==> src/rtl/ppu_pkg.sv <==
// Shared posit8 types and constants for the PPU front end.
package ppu_pkg;

  localparam logic [7:0] POSIT8_ZERO = 8'h00;
  localparam logic [7:0] POSIT8_NAR  = 8'h80;

  typedef logic req_id_t;

  typedef struct packed {
    logic       sign;
    logic       zero;
    logic       nar;
    logic [6:0] k;
    logic [2:0] reg_len;
    logic [5:0] tail;
  } reg_dec_res_t;

  typedef enum logic {
    ST_EMPTY = 1'b0,
    ST_FULL  = 1'b1
  } out_state_e;

  // Magnitude of a posit word with the sign bit dropped; only the 7 body bits matter.
  function automatic logic [6:0] posit8_regbits(input logic [7:0] p);
    logic [7:0] mag;
    mag = p[7] ? (~p + 8'd1) : p;
    return mag[6:0];
  endfunction

endpackage

==> src/rtl/reg8.sv <==
// Posit8 regime decoder: measures the leading run of the 7 body bits and derives k.
module reg8 (
  input  logic [6:0]        regbits,
  output logic signed [6:0] k_val,
  output logic [2:0]        reg_length
);

  logic [6:0] run;
  logic [2:0] run_len;
  logic [6:0] run_ext;

  // run[gi] is set when every bit from the MSB down to gi matches the MSB.
  genvar gi;
  generate
    for (gi = 0; gi < 7; gi++) begin : g_run
      assign run[gi] = (regbits[6:gi] == {(7 - gi){regbits[6]}});
    end
  endgenerate

  always_comb begin
    run_len = 3'd0;
    for (int i = 0; i < 7; i++) begin
      run_len = run_len + {2'b00, run[i]};
    end
  end

  assign run_ext    = {4'b0000, run_len};
  assign reg_length = run_len;
  assign k_val      = regbits[6] ? signed'(run_ext - 7'd1) : signed'(7'd0 - run_ext);

endmodule

==> src/rtl/reg_decode_arbiter.sv <==
// Two-requester posit8 regime-decode front end with a registered, tagged result.
// REG_DECODE_ARB_RR_EN selects round-robin grants; otherwise port 0 has fixed priority.
module reg_decode_arbiter
  import ppu_pkg::*;
#(
  parameter int NREQ = 2,
  parameter int N    = 8
) (
  input  logic                 clk,
  input  logic                 rst_n,
  input  logic [NREQ-1:0]      req_valid,
  input  logic [NREQ*N-1:0]    req_posit,
  output logic [NREQ-1:0]      req_ready,
  output logic                 out_valid,
  input  logic                 out_ready,
  output logic                 out_id,
  output logic                 out_sign,
  output logic                 out_zero,
  output logic                 out_nar,
  output logic signed [6:0]    out_k,
  output logic [2:0]           out_reg_len,
  output logic [5:0]           out_tail
);

  out_state_e   state_q, state_d;
  reg_dec_res_t res_q, res_d;
  req_id_t      id_q, id_d;

  logic [NREQ-1:0] grant;
  logic            free;
  logic            accept;
  req_id_t         sel;
  logic [N-1:0]    word;
  logic [6:0]      regbits;
  logic signed [6:0] k_raw;
  logic [2:0]      len_raw;
  logic [5:0]      tail_raw;
  reg_dec_res_t    dec;

  assign free = (state_q == ST_EMPTY) || out_ready;

`ifdef REG_DECODE_ARB_RR_EN
  req_id_t rr_ptr_q, rr_ptr_d;
  req_id_t rr_other;

  assign rr_other = ~rr_ptr_q;

  always_comb begin
    grant = '0;
    if (req_valid[rr_ptr_q]) begin
      grant[rr_ptr_q] = 1'b1;
    end else if (req_valid[rr_other]) begin
      grant[rr_other] = 1'b1;
    end
  end

  always_comb begin
    rr_ptr_d = rr_ptr_q;
    if (accept) begin
      rr_ptr_d = ~sel;
    end
  end

  always_ff @(posedge clk or negedge rst_n) begin
    if (!rst_n) begin
      rr_ptr_q <= 1'b0;
    end else begin
      rr_ptr_q <= rr_ptr_d;
    end
  end
`else
  assign grant = {req_valid[1] & ~req_valid[0], req_valid[0]};
`endif

  genvar gi;
  generate
    for (gi = 0; gi < NREQ; gi++) begin : g_ready
      assign req_ready[gi] = grant[gi] & free;
    end
  endgenerate

  assign accept  = |(req_valid & req_ready);
  assign sel     = grant[1];
  assign word    = sel ? req_posit[2*N-1:N] : req_posit[N-1:0];
  assign regbits = posit8_regbits(word);

  reg8 u_reg8 (
    .regbits    (regbits),
    .k_val      (k_raw),
    .reg_length (len_raw)
  );

  // Shifting by c and keeping 6 bits equals the top 6 of a 7-bit shift by c+1.
  assign tail_raw = 6'(regbits << len_raw);

  always_comb begin
    dec      = '0;
    dec.sign = word[7];
    if (word == POSIT8_ZERO) begin
      dec.zero = 1'b1;
    end else if (word == POSIT8_NAR) begin
      dec.nar = 1'b1;
    end else begin
      dec.k       = k_raw;
      dec.reg_len = len_raw;
      dec.tail    = tail_raw;
    end
  end

  always_comb begin
    state_d = state_q;
    res_d   = res_q;
    id_d    = id_q;
    case (state_q)
      ST_EMPTY: if (accept) state_d = ST_FULL;
      ST_FULL:  if (out_ready && !accept) state_d = ST_EMPTY;
      default:  state_d = ST_EMPTY;
    endcase
    if (accept) begin
      res_d = dec;
      id_d  = sel;
    end
  end

  always_ff @(posedge clk or negedge rst_n) begin
    if (!rst_n) begin
      state_q <= ST_EMPTY;
      res_q   <= '0;
      id_q    <= 1'b0;
    end else begin
      state_q <= state_d;
      res_q   <= res_d;
      id_q    <= id_d;
    end
  end

  assign out_valid   = (state_q == ST_FULL);
  assign out_id      = id_q;
  assign out_sign    = res_q.sign;
  assign out_zero    = res_q.zero;
  assign out_nar     = res_q.nar;
  assign out_k       = res_q.k;
  assign out_reg_len = res_q.reg_len;
  assign out_tail    = res_q.tail;

endmodule
==> config.mk <==
export PLATFORM = sky130hd
export DESIGN_NAME = reg_decode_arbiter
export DESIGN_NICKNAME = d
export VERILOG_FILES = /design/src/rtl/ppu_pkg.sv /design/src/rtl/reg8.sv /design/src/rtl/reg_decode_arbiter.sv
export SDC_FILE = /design/constraint.sdc
export NUM_CORES = 1
export LEC_CHECK = 0
export CAP_MARGIN = 10
export CORE_MARGIN = 2
export CORE_UTILIZATION = 44
export DETAILED_ROUTE_END_ITERATION = 8
export HOLD_SLACK_MARGIN = 0.1
export PLACE_DENSITY = 0.77
export SYNTH_ARGS = -nofsm -noshare
export SYNTH_HDL_FRONTEND = slang
export SYNTH_SLANG_ARGS = --single-unit
export TNS_END_PERCENT = 20
==> constraint.sdc <==
create_clock -name clk -period 1.2 [get_ports clk]
set_input_delay 0.24 -clock clk [delete_from_list [all_inputs] [get_ports clk]]
set_output_delay 0.24 -clock clk [all_outputs]
set_load 0.05 [all_outputs]
==> results.sh, run 1 <==
export IMPL_dieArea_um2=4230
export IMPL_drc=0
export IMPL_p_leak_nw=1.47
export IMPL_synthFlopType="dfrtp_1"
export IMPL_cts_tree="done"
export IMPL_p_clk_frac=0.069
export IMPL_reg2regPathDepth=6
export IMPL_port_buffers=43
export IMPL_clock_latency_ps=270
export IMPL_drv_cap=0
export IMPL_grt_pass1_vias=2205
export IMPL_place_hpwl_um=4530
export IMPL_drive_gt1_frac=0.552
export IMPL_initial_core_util=0.451
export IMPL_nets=322
export IMPL_period_minus_slack_ps=4880
export IMPL_ir_drop_mv=1.46
export IMPL_drt_first_iter_violations=191
export IMPL_rows=22
export IMPL_cts_path_max_buffers=2
export IMPL_required_ps=1330
export IMPL_r2r_end="out_k[2]$_DFFE_PN0P_"
export IMPL_avgSynthCellArea_um2=9.16
export IMPL_p_sw_mw=3.25
export IMPL_hold_class="input port to asynchronous set/reset pin"
export IMPL_antennaDiodeCount=0
export IMPL_finalPower_mw=6.73
export IMPL_use_met1=0.399
export IMPL_p_comb_frac=0.757
export IMPL_end_kind="flip-flop"
export IMPL_outcome="complete, but fails checks"
export IMPL_yosysUniqueCellTypes=54
export IMPL_numCtsBuffers=3
export IMPL_wirelength_um=8270
export IMPL_p_seq_frac=0.174
export IMPL_pre_cts_slack_ps=-4090
export IMPL_synth_fp_nets=209
export IMPL_grt_first_pass_wirelength_um=11300
export IMPL_wl_per_cell_um=24.5
export IMPL_crit_type="input port to flip-flop"
export IMPL_synth_edff_count=0
export IMPL_track_usage=0.353
export IMPL_timing_final_ws_setup_ps=-3680
export IMPL_busiest_layer="met2"
export IMPL_internal_power_mw=3.49
export IMPL_worstPathArrival_ps=5010
export IMPL_startpoint_type="input port"
export IMPL_cts_hold_buf=0
export IMPL_vias=2165
export IMPL_htreeDepth=1
export IMPL_finalHoldViolations=0
export IMPL_cts_root_buf="clkbuf_8"
export IMPL_antenna_found_initial=0
export IMPL_seqCellArea_um2=452
export IMPL_synth_area_um2=1640
export IMPL_fin_hold_ws_ps=327
export IMPL_skew_ps=0.853
export IMPL_drt_pass1_iterations=5
export IMPL_r2r_setup_slack_ps=-310
export IMPL_avgViaCountPerCell=6.41
export IMPL_nFillCells=152
export IMPL_path_clk_slew_ps=80
export IMPL_setup_violations=20
export IMPL_swShare=0.482
export IMPL_grt_overflow=0
export IMPL_yosysWarnings=0
export IMPL_worstPathMaxFanout=6
export IMPL_synth_seq_area_share=0.275
export IMPL_place_gp_congestion=0.892
export IMPL_syn2layout_area_growth_pct=93.5
export IMPL_dieHeight_um=65.0
export IMPL_rsz0062_at_grt="true"
export IMPL_min_period_over_period=4.07
export IMPL_grt_util_met3=0.0625
export IMPL_ioPinCount=44
export IMPL_violations="negative setup slack"
export IMPL_fmax_mhz=205
export IMPL_grt_start_max_net_pins=19
export IMPL_cts_sinks=18
export IMPL_reg2reg_from="out_valid$_DFF_PN0_"
export IMPL_die_width_um=65.0
export IMPL_slew_limit_headroom=0.743
export IMPL_slew_viol_final=0
export IMPL_core_um2=3630
export IMPL_fin_util=0.873
export IMPL_grtUsageMet2=0.619
export IMPL_tightest_slew_ps=375
export IMPL_detail_route_antenna_nets=0
export IMPL_syn_inst=179
export IMPL_ys_async_sr_fraction=1.00
export IMPL_power_density_nw_per_um2=2120
export IMPL_tns_ps=-46530
export IMPL_synth_seq_cells=18
export IMPL_multiInputGateArea_um2=1280
==> worst max path at each step <==
| stage | start | to | slack, ps | cells past startpoint |
|---|---|---|---|---|
| final | req_valid[0] | out_tail[5]$_DFFE_PN0P_ | -3680 | 24 |
| after global routing | req_valid[0] | out_tail[5]$_DFFE_PN0P_ | -3900 | 24 |
| after CTS | req_valid[0] | out_tail[3]$_DFFE_PN0P_ | -3490 | 22 |
| after detailed placement | req_valid[0] | out_k[2]$_DFFE_PN0P_ | -4090 | 23 |
| after global placement | req_valid[1] | out_tail[4]$_DFFE_PN0P_ | -3970 | 20 |
| after floorplan | req_valid[0] | out_tail[3]$_DFFE_PN0P_ | -3670 | 22 |
==> layout by cell type, fill, tap and decap left out, drive strengths merged, types with 3 or more instances in the layout <==
cell type      synthesis  layout
a22oi                  3       3
ha                     7       7
nor2                  11      11
nand3                  5       5
mux2i                  7       7
nand2b                 4       4
nand4                  4       4
dlygate4sd2            0       6
o211ai                 3       3
a21o                   4       4
xor2                   3       3
o31ai                  3       3
clkbuf                 4       3
mux2                   3       3
a22o                   5       5
a21oi                  7       7
dfrtp                 18      18
mux4                   3       3
and2                   4       4
nand2                 17      17
clkdlybuf4s50          0      11
xnor2                  7       7
buf                    7     101
nor3                   4       4
o21ai                 10      10
inv                    9       9
==> power groups by stage <==
stage,Sequential [mW],Combinational (mW),Clock (mW)
floorplan,1.70,1.70,0
global placement,1.10,4.23,0
detailed placement,1.12,4.38,0
CTS,1.12,4.67,0.413
global route,1.18,5.25,0.478
finish,1.17,5.10,0.465
==> cell type report <==
| type | instances | share of cell area |
|---|---|---|
| multi-input cells | 141 | 0.405 |
| inverters | 9 | 0.0130 |
| repair buffers | 119 | 0.407 |
| flip-flops and latches | 18 | 0.142 |
| clock buffers | 3 | 0.0130 |
| well taps | 48 | 0.0189 |
==> cell families (layout without fill, tap and decap cells) <==
kind of cell / count (synthesis) / in the layout / share of synthesized area
DFF: 18 / 18 / 0.275
adders and majority gates: 9 / 9 / 0.0779
muxes: 13 / 13 / 0.107
buffers and inverters: 20 / 131 / 0.0634
and+or+nand+nor: 59 / 59 / 0.188
AOI/OAI and AO/OA: 50 / 50 / 0.231
xor gates and xnor gates: 10 / 10 / 0.0580
==> registers in the layout, summed over array words and instances (netlist names) <==
signal       cells
out_tail         6
out_sign         1
out_zero         1
out_valid        1
out_reg_len      3
out_id           1
out_k            4
out_nar          1
==> metal layers <==
| layer | wire (um) | share of wire | vias to the layer above |
|---|---|---|---|
| li1 | - | - | 888 |
| met1 | 2900 | 0.35 | 1059 |
| met2 | 4150 | 0.50 | 159 |
| met3 | 665 | 0.080 | 59 |
| met4 | 556 | 0.067 | 0 |
| met5 | 0 | 0 | - |
==> worst max-delay path, cell delays in order <==
cell and delay, ps:
buf_6 100, nand2b_4 160, mux2_4 330, inv_4 70
ha_4 130, buf_4 140, nand4_1 180, a31oi_1 430
nand2b_2 290, nand4_1 210, a21oi_2 220, ha_1 260
inv_2 80, ha_4 190, inv_2 50, fa_1 400
ha_2 200, fa_2 380, xnor2_1 180, buf_4 160
nor3_1 50, buf_4 160, a22oi_2 280, o21ai_1 140
==> stage by stage <==
step,cells,instance area (um^2)
3_3_place_gp,327,2860
4_1_cts,334,3060
6_report,338,3170
2_1_floorplan,179,1710
3_5_place_dp,327,2860
5_1_grt,338,3170
==> cells in the mapped netlist, types with 2 or more instances <==
library cell | number | area, um^2
a21o_1 | 4 | 30.0
a21oi_1 | 7 | 35.0
a22o_1 | 5 | 43.8
a22oi_1 | 3 | 22.5
a31oi_1 | 2 | 12.5
and2_1 | 4 | 25.0
buf_2 | 2 | 10.0
buf_4 | 3 | 22.5
buf_6 | 2 | 22.5
clkbuf_1 | 4 | 15.0
dfrtp_1 | 18 | 450
fa_1 | 2 | 40.0
ha_1 | 7 | 87.6
inv_1 | 9 | 33.8
mux2_2 | 2 | 22.5
mux2i_1 | 7 | 70.1
mux4_2 | 3 | 67.6
nand2_1 | 17 | 63.8
nand2b_1 | 4 | 25.0
nand3_1 | 5 | 25.0
nand4_1 | 4 | 25.0
nor2_1 | 11 | 41.3
nor2b_1 | 2 | 12.5
nor3_1 | 4 | 20.0
o211ai_1 | 3 | 22.5
o21a_1 | 2 | 15.0
o21ai_0 | 5 | 25.0
o21ai_1 | 4 | 20.0
o31ai_1 | 2 | 15.0
xnor2_1 | 7 | 61.3
xor2_1 | 2 | 17.5
==> timing repair <==
item,4_1_cts,5_1_grt
pin swaps,17,15
endpoints found under the hold margin,0,0
setup buffers,4,4
endpoints found under the setup margin,24,24
resized for setup,54,19
gates cloned,0,0
Note: power is estimated with default switching activity, not from simulation.
==> run 2: changes to the inputs <==
Settings changed: GPL_TIMING_DRIVEN from default to 0, SETUP_SLACK_MARGIN from default to 0.4.
==> run 2 against run 1 <==
Compared with the run above: the flow still finishes with violations (negative setup slack); combinational power shrank 7.5%; clock power shrank 12%; register-to-register slack gained 70 ps; critical path type unchanged; final cell count shrank 7.1%; first-iteration DRC count grew 1.6%; sequential power shrank 15%; worst setup slack gained 8.2 ps; largest cell class is now multi-input combinational cells; cell area shrank 11%; hold slack lost 190 ps.
==> results.sh, run 2 (synthesis gave the netlist of run 1 again) <==
export IMPL_path_clk_slew_ps=60
export IMPL_htreeDepth=1
export IMPL_worstPathMaxFanout=4
export IMPL_layout_common_cells="buf_4 (40), buf_6 (21), dfrtp_1 (18)"
export IMPL_cts_sinks=18
export IMPL_die_width_um=65.0
export IMPL_largest_reg_flops=6
export IMPL_cts_path_max_buffers=2
export IMPL_outcome="complete, but fails checks"
export IMPL_p_comb_frac=0.771
export IMPL_swShare=0.478
export IMPL_startpoint_type="input port"
export IMPL_power_density_nw_per_um2=2160
export IMPL_cpMostUsedCell="buf_4"
export IMPL_slowest_delay_ps=520
export IMPL_wirelength_um=5670
export IMPL_grt_util_met3=0.0347
export IMPL_nets=298
export IMPL_p_sw_mw=2.93
export IMPL_core_um2=3630
export IMPL_worstPathArrival_ps=5050
export IMPL_skew_ps=3.60
export IMPL_fin_util=0.780
export IMPL_antennaDiodeCount=0
export IMPL_numCtsBuffers=3
export IMPL_detail_route_antenna_nets=0
export IMPL_required_ps=1380
export IMPL_port_buffers=42
export IMPL_dieHeight_um=65.0
export IMPL_grt_overflow=0
export IMPL_cts_root_buf="clkbuf_8"
export IMPL_grt_first_pass_wirelength_um=8780
export IMPL_fmax_mhz=205
export IMPL_finalHoldViolations=0
export IMPL_use_met1=0.306
export IMPL_place_hpwl_um=3290
export IMPL_syn2layout_area_growth_pct=73.0
export IMPL_drv_cap=0
export IMPL_setup_violations=24
export IMPL_ioPinCount=44
export IMPL_hold_class="input port to asynchronous set/reset pin"
export IMPL_slew_limit_headroom=0.494
export IMPL_wl_per_cell_um=18.1
export IMPL_drc=0
export IMPL_vias=1809
export IMPL_rows=22
export IMPL_clock_latency_ps=250
export IMPL_grt_start_max_net_pins=19
export IMPL_grt_pass1_vias=1828
export IMPL_finalPower_mw=6.12
export IMPL_p_seq_frac=0.162
export IMPL_crit_slowest_cell="or4bb_4"
export IMPL_track_usage=0.269
export IMPL_avgViaCountPerCell=5.76
export IMPL_layout_commonest_cell="buf_4"
export IMPL_tightest_slew_ps=758
export IMPL_antenna_found_initial=0
export IMPL_internal_power_mw=3.19
export IMPL_slew_viol_final=0
export IMPL_p_clk_frac=0.067
export IMPL_timing_final_ws_setup_ps=-3670
export IMPL_final_cell_area_um2=2840
export IMPL_drt_first_iter_violations=194
export IMPL_rsz0062_at_grt="true"
export IMPL_cts_hold_buf=0
export IMPL_min_period_over_period=4.06
export IMPL_violations="negative setup slack"
export IMPL_crit_type="input port to flip-flop"
export IMPL_initial_core_util=0.451
export IMPL_end_kind="flip-flop"
export IMPL_p_leak_nw=1.28
export IMPL_drt_pass1_iterations=4
export IMPL_busiest_layer="met2"
export IMPL_dieArea_um2=4230
export IMPL_grtUsageMet2=0.494
export IMPL_ir_drop_mv=0.946
export IMPL_period_minus_slack_ps=4870
export IMPL_drive_gt1_frac=0.500
export IMPL_cts_tree="done"
export IMPL_place_gp_congestion=0.891
export IMPL_post_dp_cell_area_um2=2200
[run 2: changes by cell type in the layout (fill, tap and decap cells not counted), sizes merged]
cell / delta
buf: -32
clkbuf: +4
clkdlybuf4s15: +5
clkdlybuf4s50: +1
dlygate4sd2: -1
dlymetal6s2s: -1
[run 2: worst max-delay path: cells and delay by family]
family | cells | cell delay [ps]
and+or+nand+nor | 3 | 730
xor gates and xnor gates | 1 | 110
AOI/OAI and AO/OA | 3 | 290
muxes | 1 | 460
buffers and inverters | 24 | 3030
adders and majority gates | 1 | 180
[run 2: layout make-up]
cell class / instances / area (um^2)
buffer: 11 / 111
tap: 48 / 60.1
sequential: 18 / 450
timing repair buffer: 84 / 797
fill: 225 / 798
inverter: 9 / 46.3
multi-input combinational: 141 / 1330
clock buffer: 3 / 41.3
[run 2: routing by layer]
metal	routed length (um)	share of wire	vias up
met5	0	0	-
met4	255	0.045	0
met3	301	0.053	25
met2	2920	0.52	87
met1	2190	0.39	862
li1	-	-	835
[run 2: power by group through the flow]
stage | Clock, mW | Sequential (mW) | Combinational, mW
6_report | 0.410 | 0.989 | 4.72
3_5_place_dp | 0 | 0.967 | 3.39
3_3_place_gp | 0 | 0.956 | 3.34
5_1_grt | 0.433 | 1.02 | 4.97
2_1_floorplan | 0 | 1.70 | 1.71
4_1_cts | 0.404 | 0.962 | 4.07
[run 2: metrics by stage]
stage	setup slack (ps)	hold slack [ps]	std cells	TNS, ps
floorplan	-3670	-55.6	179	-47230
global placement	-4620	452	269	-67620
detailed placement	-4620	472	269	-67930
CTS	-3550	199	308	-45630
global route	-3890	206	314	-49700
finish	-3670	135	314	-46500
[run 2: timing repair]
item | in CTS | in global routing
pin swaps | 22 | 23
gates resized for setup | 131 | 80
setup endpoints to repair | 59 | 59
buffers inserted | 36 | 6
[run 2: worst paths after layout]
| kind | end | depth (start not counted) | slack, ps | from |
|---|---|---|---|---|
| setup / recovery | out_tail[4]$_DFFE_PN0P_ | 33 | -3670 | req_valid[0] |
| hold / removal | out_tail[2]$_DFFE_PN0P_ | 1 | 140 | rst_n |
| setup reg to reg | out_tail[2]$_DFFE_PN0P_ | 5 | -240 | out_valid$_DFF_PN0_ |
| hold reg to reg | out_zero$_DFFE_PN0P_ | 2 | 490 | out_zero$_DFFE_PN0P_ |
| max in group asynchronous | out_tail[1]$_DFFE_PN0P_ | 1 | 590 | rst_n |
| min in group clk | out_valid$_DFF_PN0_ | 3 | 420 | out_ready |
==> run 3: changes to the inputs <==
Settings changed: ABC_AREA from default to 1, PLACE_DENSITY 0.77 to default, PLACE_DENSITY_LB_ADDON from default to 0.08.
==> run 3 against run 2 <==
Compared with the run above: the run ends with negative hold slack, negative setup slack left; synthesized cell count up 40%; synthesized area up 2.1%; first-iteration DRC count shrank 44%; count of clock-buffer cells in the layout is 1 higher; die area increased by 2.0%; critical path depth is 5 lower; sequential power barely moved; utilization is 0.62 points lower; non-clock buffer count decreased by 20; cell area hardly changed; critical path type unchanged.
==> results.sh, run 3 <==
export IMPL_nets=352
export IMPL_detail_route_antenna_nets=0
export IMPL_synthFlopType="dfrtp_1"
export IMPL_cts_sinks=18
export IMPL_cts_path_max_buffers=2
export IMPL_antennaDiodeCount=0
export IMPL_drive_gt1_frac=0.464
export IMPL_synthAdderAreaFrac=0.0762
export IMPL_synth_top_family_by_area="simple AND/OR/NAND/NOR gates"
export IMPL_path_clk_slew_ps=70
export IMPL_drt_pass1_iterations=7
export IMPL_core_um2=3660
export IMPL_rsz0062_at_grt="true"
export IMPL_ys_async_sr_fraction=1.00
export IMPL_required_ps=1370
export IMPL_clock_latency_ps=250
export IMPL_dp_cells=341
export IMPL_synthTopCellsByArea="dfrtp_1 (27%), nand2_1 (20%), nand3_1 (7.8%)"
export IMPL_synth_xor_xnor_area_share=0.0209
export IMPL_outcome="complete, but fails checks"
export IMPL_numCtsBuffers=3
export IMPL_end_kind="flip-flop"
export IMPL_die_width_um=65.7
export IMPL_grt_start_max_net_pins=19
export IMPL_largest_reg_flops=6
export IMPL_yosysTopAreaCellShare=0.269
export IMPL_vias=1838
export IMPL_p_leak_nw=1.39
export IMPL_tightest_slew_ps=440
export IMPL_drt_first_iter_violations=108
export IMPL_yosysTopAreaCell="dfrtp_1"
export IMPL_synth_area_um2=1670
export IMPL_hold_class="input port to asynchronous set/reset pin"
export IMPL_dieHeight_um=65.7
export IMPL_synth_most_common_cell="nand2_1"
export IMPL_ir_drop_mv=0.917
export IMPL_grt_first_pass_wirelength_um=7440
export IMPL_drv_cap=0
export IMPL_syn_inst=250
export IMPL_ys_top_cells_by_count="nand2_1 (89), inv_1 (26), nand3_1 (26)"
export IMPL_antenna_found_initial=0
export IMPL_synth_compound_area_share=0.0882
export IMPL_layout_commonest_cell="nand2_1"
export IMPL_timing_final_ws_setup_ps=-2890
export IMPL_layout_common_cells="nand2_1 (78), buf_4 (23), buf_6 (20)"
export IMPL_htreeDepth=1
export IMPL_r2r_setup_slack_ps=-420
export IMPL_worstPathArrival_ps=4260
export IMPL_startpoint_type="input port"
export IMPL_synth_mux_area_frac=0
export IMPL_min_period_over_period=3.41
export IMPL_crit_start="req_valid[0]"
export IMPL_cts_hold_buf=0
export IMPL_synth_seq_cells=18
export IMPL_finalNonFillerCells=369
export IMPL_fin_hold_ws_ps=-80.4
export IMPL_port_buffers=43
export IMPL_wl_per_cell_um=12.6
export IMPL_crit_type="input port to flip-flop"
export IMPL_place_hpwl_um=3210
export IMPL_initial_core_util=0.457
export IMPL_yosysWarnings=0
export IMPL_drc=0
export IMPL_dieArea_um2=4310
export IMPL_synth_fp_nets=280
export IMPL_synth_edff_count=0
export IMPL_reg2regPathDepth=9
export IMPL_finalHoldViolations=18
export IMPL_r2r_end="out_tail[5]$_DFFE_PN0P_"
export IMPL_cts_root_buf="clkbuf_8"
export IMPL_multiInputGateArea_um2=1360
export IMPL_period_minus_slack_ps=4090
export IMPL_avgSynthCellArea_um2=6.70
export IMPL_skew_ps=4.04
export IMPL_syn2layout_area_growth_pct=69.3
export IMPL_seqCellArea_um2=450
export IMPL_slew_limit_headroom=0.707
export IMPL_avgViaCountPerCell=4.98
export IMPL_grt_overflow=0
export IMPL_slew_viol_final=0
export IMPL_yosys_area_share_simple=0.433
export IMPL_nFillCells=265
export IMPL_place_gp_congestion=0.859
export IMPL_ioPinCount=44
export IMPL_worstPathMaxFanout=7
export IMPL_synth_seq_area_share=0.269
export IMPL_grt_pass1_vias=1726
export IMPL_reg2reg_from="out_valid$_DFF_PN0_"
export IMPL_violations="negative hold slack, negative setup slack"
export IMPL_wirelength_um=4640
export IMPL_cts_tree="done"
export IMPL_pre_cts_slack_ps=-4060
export IMPL_track_usage=0.218
export IMPL_fmax_mhz=245
export IMPL_setup_violations=24
export IMPL_yosysUniqueCellTypes=33
export IMPL_power_density_nw_per_um2=2300
export IMPL_rows=22
## run 3: cell type report
cell class | instances | share of cell area
buffer | 8 | 0.0300
clock buffer | 4 | 0.0194
inverter | 33 | 0.0561
multi-input combinational | 191 | 0.478
sequential | 18 | 0.159
tap | 48 | 0.0212
timing repair buffer | 67 | 0.236
## run 3: logic make-up after synthesis
| logic type | Yosys count |
|---|---|
| xor+xnor | 4 |
| flops | 18 |
| buf+inv | 41 |
| compound gates | 24 |
| simple gates | 154 |
| fa+ha+maj | 9 |
## run 3: stage by stage
step           hold WS [ps]  TNS, ps  utilization  area, um^2  power, mW
4_1_cts                 203   -36730        0.729        2670       5.87
5_1_grt               -34.1   -40190        0.774        2830       6.93
3_5_place_dp            468   -63430        0.625        2290       4.70
2_1_floorplan         -55.6   -40580            -        1800       3.72
3_3_place_gp            455   -62600        0.625        2290       4.65
6_report              -80.4   -36940        0.774        2830       6.53
## run 3: power breakdown
group / internal, mW / switching [mW]
Combinational: 2.12 / 2.94
Sequential: 0.839 / 0.153
Clock: 0.291 / 0.194
Total: 3.25 / 3.28
## run 3: layer usage
metal | part of all wire | vias up | track usage
li1 | - | 936 | -
met1 | 0.44 | 863 | 0.275
met2 | 0.53 | 35 | 0.389
met5 | 0 | - | 0
met3 | 0.028 | 4 | 0.0154
met4 | 0.0080 | 0 | 0.0729
## run 3: critical path, stage by stage
cell and delay (ps):
buf_12 110, inv_16 50, nand2_8 40, buf_8 130, o21ai_4 180, ha_4 170, nand3_4 60, nor2_2 110
nand2_2 100, nand2_2 90, nand2_4 70, nand2_8 120, inv_8 40, nand2_4 60, nand2_4 60, nand3_4 70
nor2_2 40, ha_1 280, inv_2 40, ha_4 250, inv_2 30, fa_1 440, ha_2 200, fa_2 640
inv_4 80, ha_4 270, nand3_1 100, a2bb2oi_1 170
## run 3: what timing repair did
| item | in CTS | in global routing |
|---|---|---|
| endpoints found under the setup margin | 59 | 59 |
| gates resized for setup | 144 | 93 |
| buffers inserted | 17 | 7 |
| pin swaps | 37 | 29 |
| endpoints found under the hold margin | 0 | 18 |
## run 3: worst max-delay path by stage
| stage | slack (ps) | to | cells past startpoint |
|---|---|---|---|
| 2_1_floorplan | -2910 | out_k[2]$_DFFE_PN0P_ | 29 |
| 3_3_place_gp | -3990 | out_k[2]$_DFFE_PN0P_ | 29 |
| 3_5_place_dp | -4060 | out_k[2]$_DFFE_PN0P_ | 29 |
| 4_1_cts | -2900 | out_k[5]$_DFFE_PN0P_ | 31 |
| 5_1_grt | -3110 | out_tail[5]$_DFFE_PN0P_ | 33 |
| 6_report | -2890 | out_k[1]$_DFFE_PN0P_ | 28 |
==> RTL edit: new RTL, settings of run 3 <==
The option `REG_DECODE_ARB_RR_EN` is turned on by a define.
--- a/src/rtl/reg_decode_arbiter.sv
+++ b/src/rtl/reg_decode_arbiter.sv
@@ -1,4 +1,6 @@
 // Two-requester posit8 regime-decode front end with a registered, tagged result.
 // REG_DECODE_ARB_RR_EN selects round-robin grants; otherwise port 0 has fixed priority.
+`define REG_DECODE_ARB_RR_EN
+
 module reg_decode_arbiter
   import ppu_pkg::*;
Behaviour: not the same (Yosys sat finds a counterexample within 4 cycles, from zero or initial values and one cycle with rst_n low).
==> RTL edit against run 3 <==
The run ends with setup timing left. Critical path type is now reg2reg. Design area decreased by 1.7%. Sequential cell count rose by 1. Combinational power rose by 52%. Routed wire length down 2.7%. Critical endpoint unchanged. Total power increased by 40%. Count of clock-buffer cells in the layout unchanged. Setup slack got worse by 420 ps. Sequential share of layout area is 1.2 points higher. Fmax down 9.4%. Highest routed layer unchanged. Utilization decreased by 1.9 points. First-iteration DRC count fell by 7.4%. Area after synthesis rose by 1.4%. Worst hold slack better by 270 ps. Largest cell class unchanged.
==> RTL edit: results (changes against run 3) <==
status: finished, violations left (unchanged)
failing checks: setup timing (was hold timing, setup timing)
first-pass GRT wire length: 7690 µm (was 7440 µm)
Critical Path Max Stage Delay: 540 ps (was 640 ps)
Post-Synth XOR/XNOR Area: 1.03% (was 2.09%)
final setup margin: -3310 ps (was -2890 ps)
Syn Nets: 283 (was 280)
largest net degree at the start of global routing: 20 (was 19)
DR pass1 iterations: 4 (was 7)
1st-iter DRT viols: 100 (was 108)
via count of the routed design: 1874 (was 1838)
share of cells above drive strength 1: 39.8% (was 46.4%)
dpl hpwl: 3140 µm (was 3210 µm)
clk_skew: 1.20 ps (was 4.04 ps)
adder-cell share of the synthesized area: 7.52% (was 7.62%)
Internal: 0.00444 W (was 0.00325 W)
VDD IR max: 2.27 mV (was 0.917 mV)
RD Place Congestion: 0.827 (was 0.859)
GRT Overall Usage: 22.5% (was 21.8%)
# setup viols final: 35 (was 24)
Synth top cells by count: nand2_1, inv_1, nand3_1 (unchanged)
number of global-route vias before repair: 1778 (was 1726)
slew margin rel.: 46.1% (was 70.7%)
number of nets in the layout: 365 (was 352)
Distinct cells, synth: 31 (was 33)
CP Max Fanout: 6 (was 7)
Synth Area in Compound Gates: 9.95% (was 8.82%)
synth top area cells: dfrtp_1, nand2_1, nand3_1, inv_1, o21ai_0 (was dfrtp_1, nand2_1, nand3_1, inv_1, ha_1)
Arr. time, crit path: 4690 ps (was 4260 ps)
## RTL edit: worst max-delay path: cells and delay by family, from the launching register on
family / cells / cell delay [ps]
AO/OA/AOI/OAI: 2 / 290
buffers and inverters: 6 / 500
flip-flops: 1 / 410
adder cells (fa/ha/maj): 7 / 2110
AND/OR/NAND/NOR: 14 / 1110
## RTL edit: repair_timing
item,4_1_cts,5_1_grt
resized for setup,126,29
setup endpoints to repair,61,61
setup buffers,29,5
pin swaps,26,15
## RTL edit: final timing paths
path	to	from	cells after the start	slack, ps
max	out_k[1]	rr_ptr_q	29	-3310
max in group asynchronous	out_reg_len[2]	rst_n	1	510
min in group clk	out_zero	out_zero	2	490
min	out_valid	rst_n	1	190
min reg2reg	out_zero	out_zero	2	490
max reg2reg	out_k[1]	rr_ptr_q	29	-3310
## RTL edit: power groups by stage
stage / combinational, W / sequential, W / clock [W]
2_1_floorplan: 0.00342 / 0.00181 / 0
3_3_place_gp: 0.00540 / 0.00103 / 0
3_5_place_dp: 0.00546 / 0.00105 / 0
4_1_cts: 0.00687 / 0.00104 / 0.000437
5_1_grt: 0.00836 / 0.00107 / 0.000460
6_report: 0.00767 / 0.00104 / 0.000432
## RTL edit: stage by stage
stage	setup TNS (ps)	instances
after floorplan	-47440	253
after CTS	-43490	377
after detailed placement	-64210	344
final	-43810	382
after global routing	-47580	382
after global placement	-63190	344
## RTL edit: cells by family (layout without fill, tap and decap cells)
| group | Yosys count | in the layout |
|---|---|---|
| DFF | 19 | 19 |
| buffers and inverters | 44 | 125 |
| and+or+nand+nor | 150 | 150 |
| AOI/OAI and AO/OA | 29 | 29 |
| adders and majority gates | 9 | 9 |
| xor gates and xnor gates | 2 | 2 |
## RTL edit: cell type report
| type | count | share of cell area, % |
|---|---|---|
| buffer | 9 | 3.14 |
| sequential | 19 | 17.1 |
| multi-input combinational | 190 | 44.9 |
| timing repair buffer | 77 | 25.9 |
| inverter | 35 | 5.25 |
| clock buffer | 4 | 1.62 |
| tap | 48 | 2.16 |
## RTL edit: metal layers
layer  track usage, %  routed length [µm]  vias up
met5                0                   0        -
met4             9.18                 101        0
met3            0.852                 130        9
met2             41.1                2280       37
met1             27.5                2000      859
li1                 -                   -      969
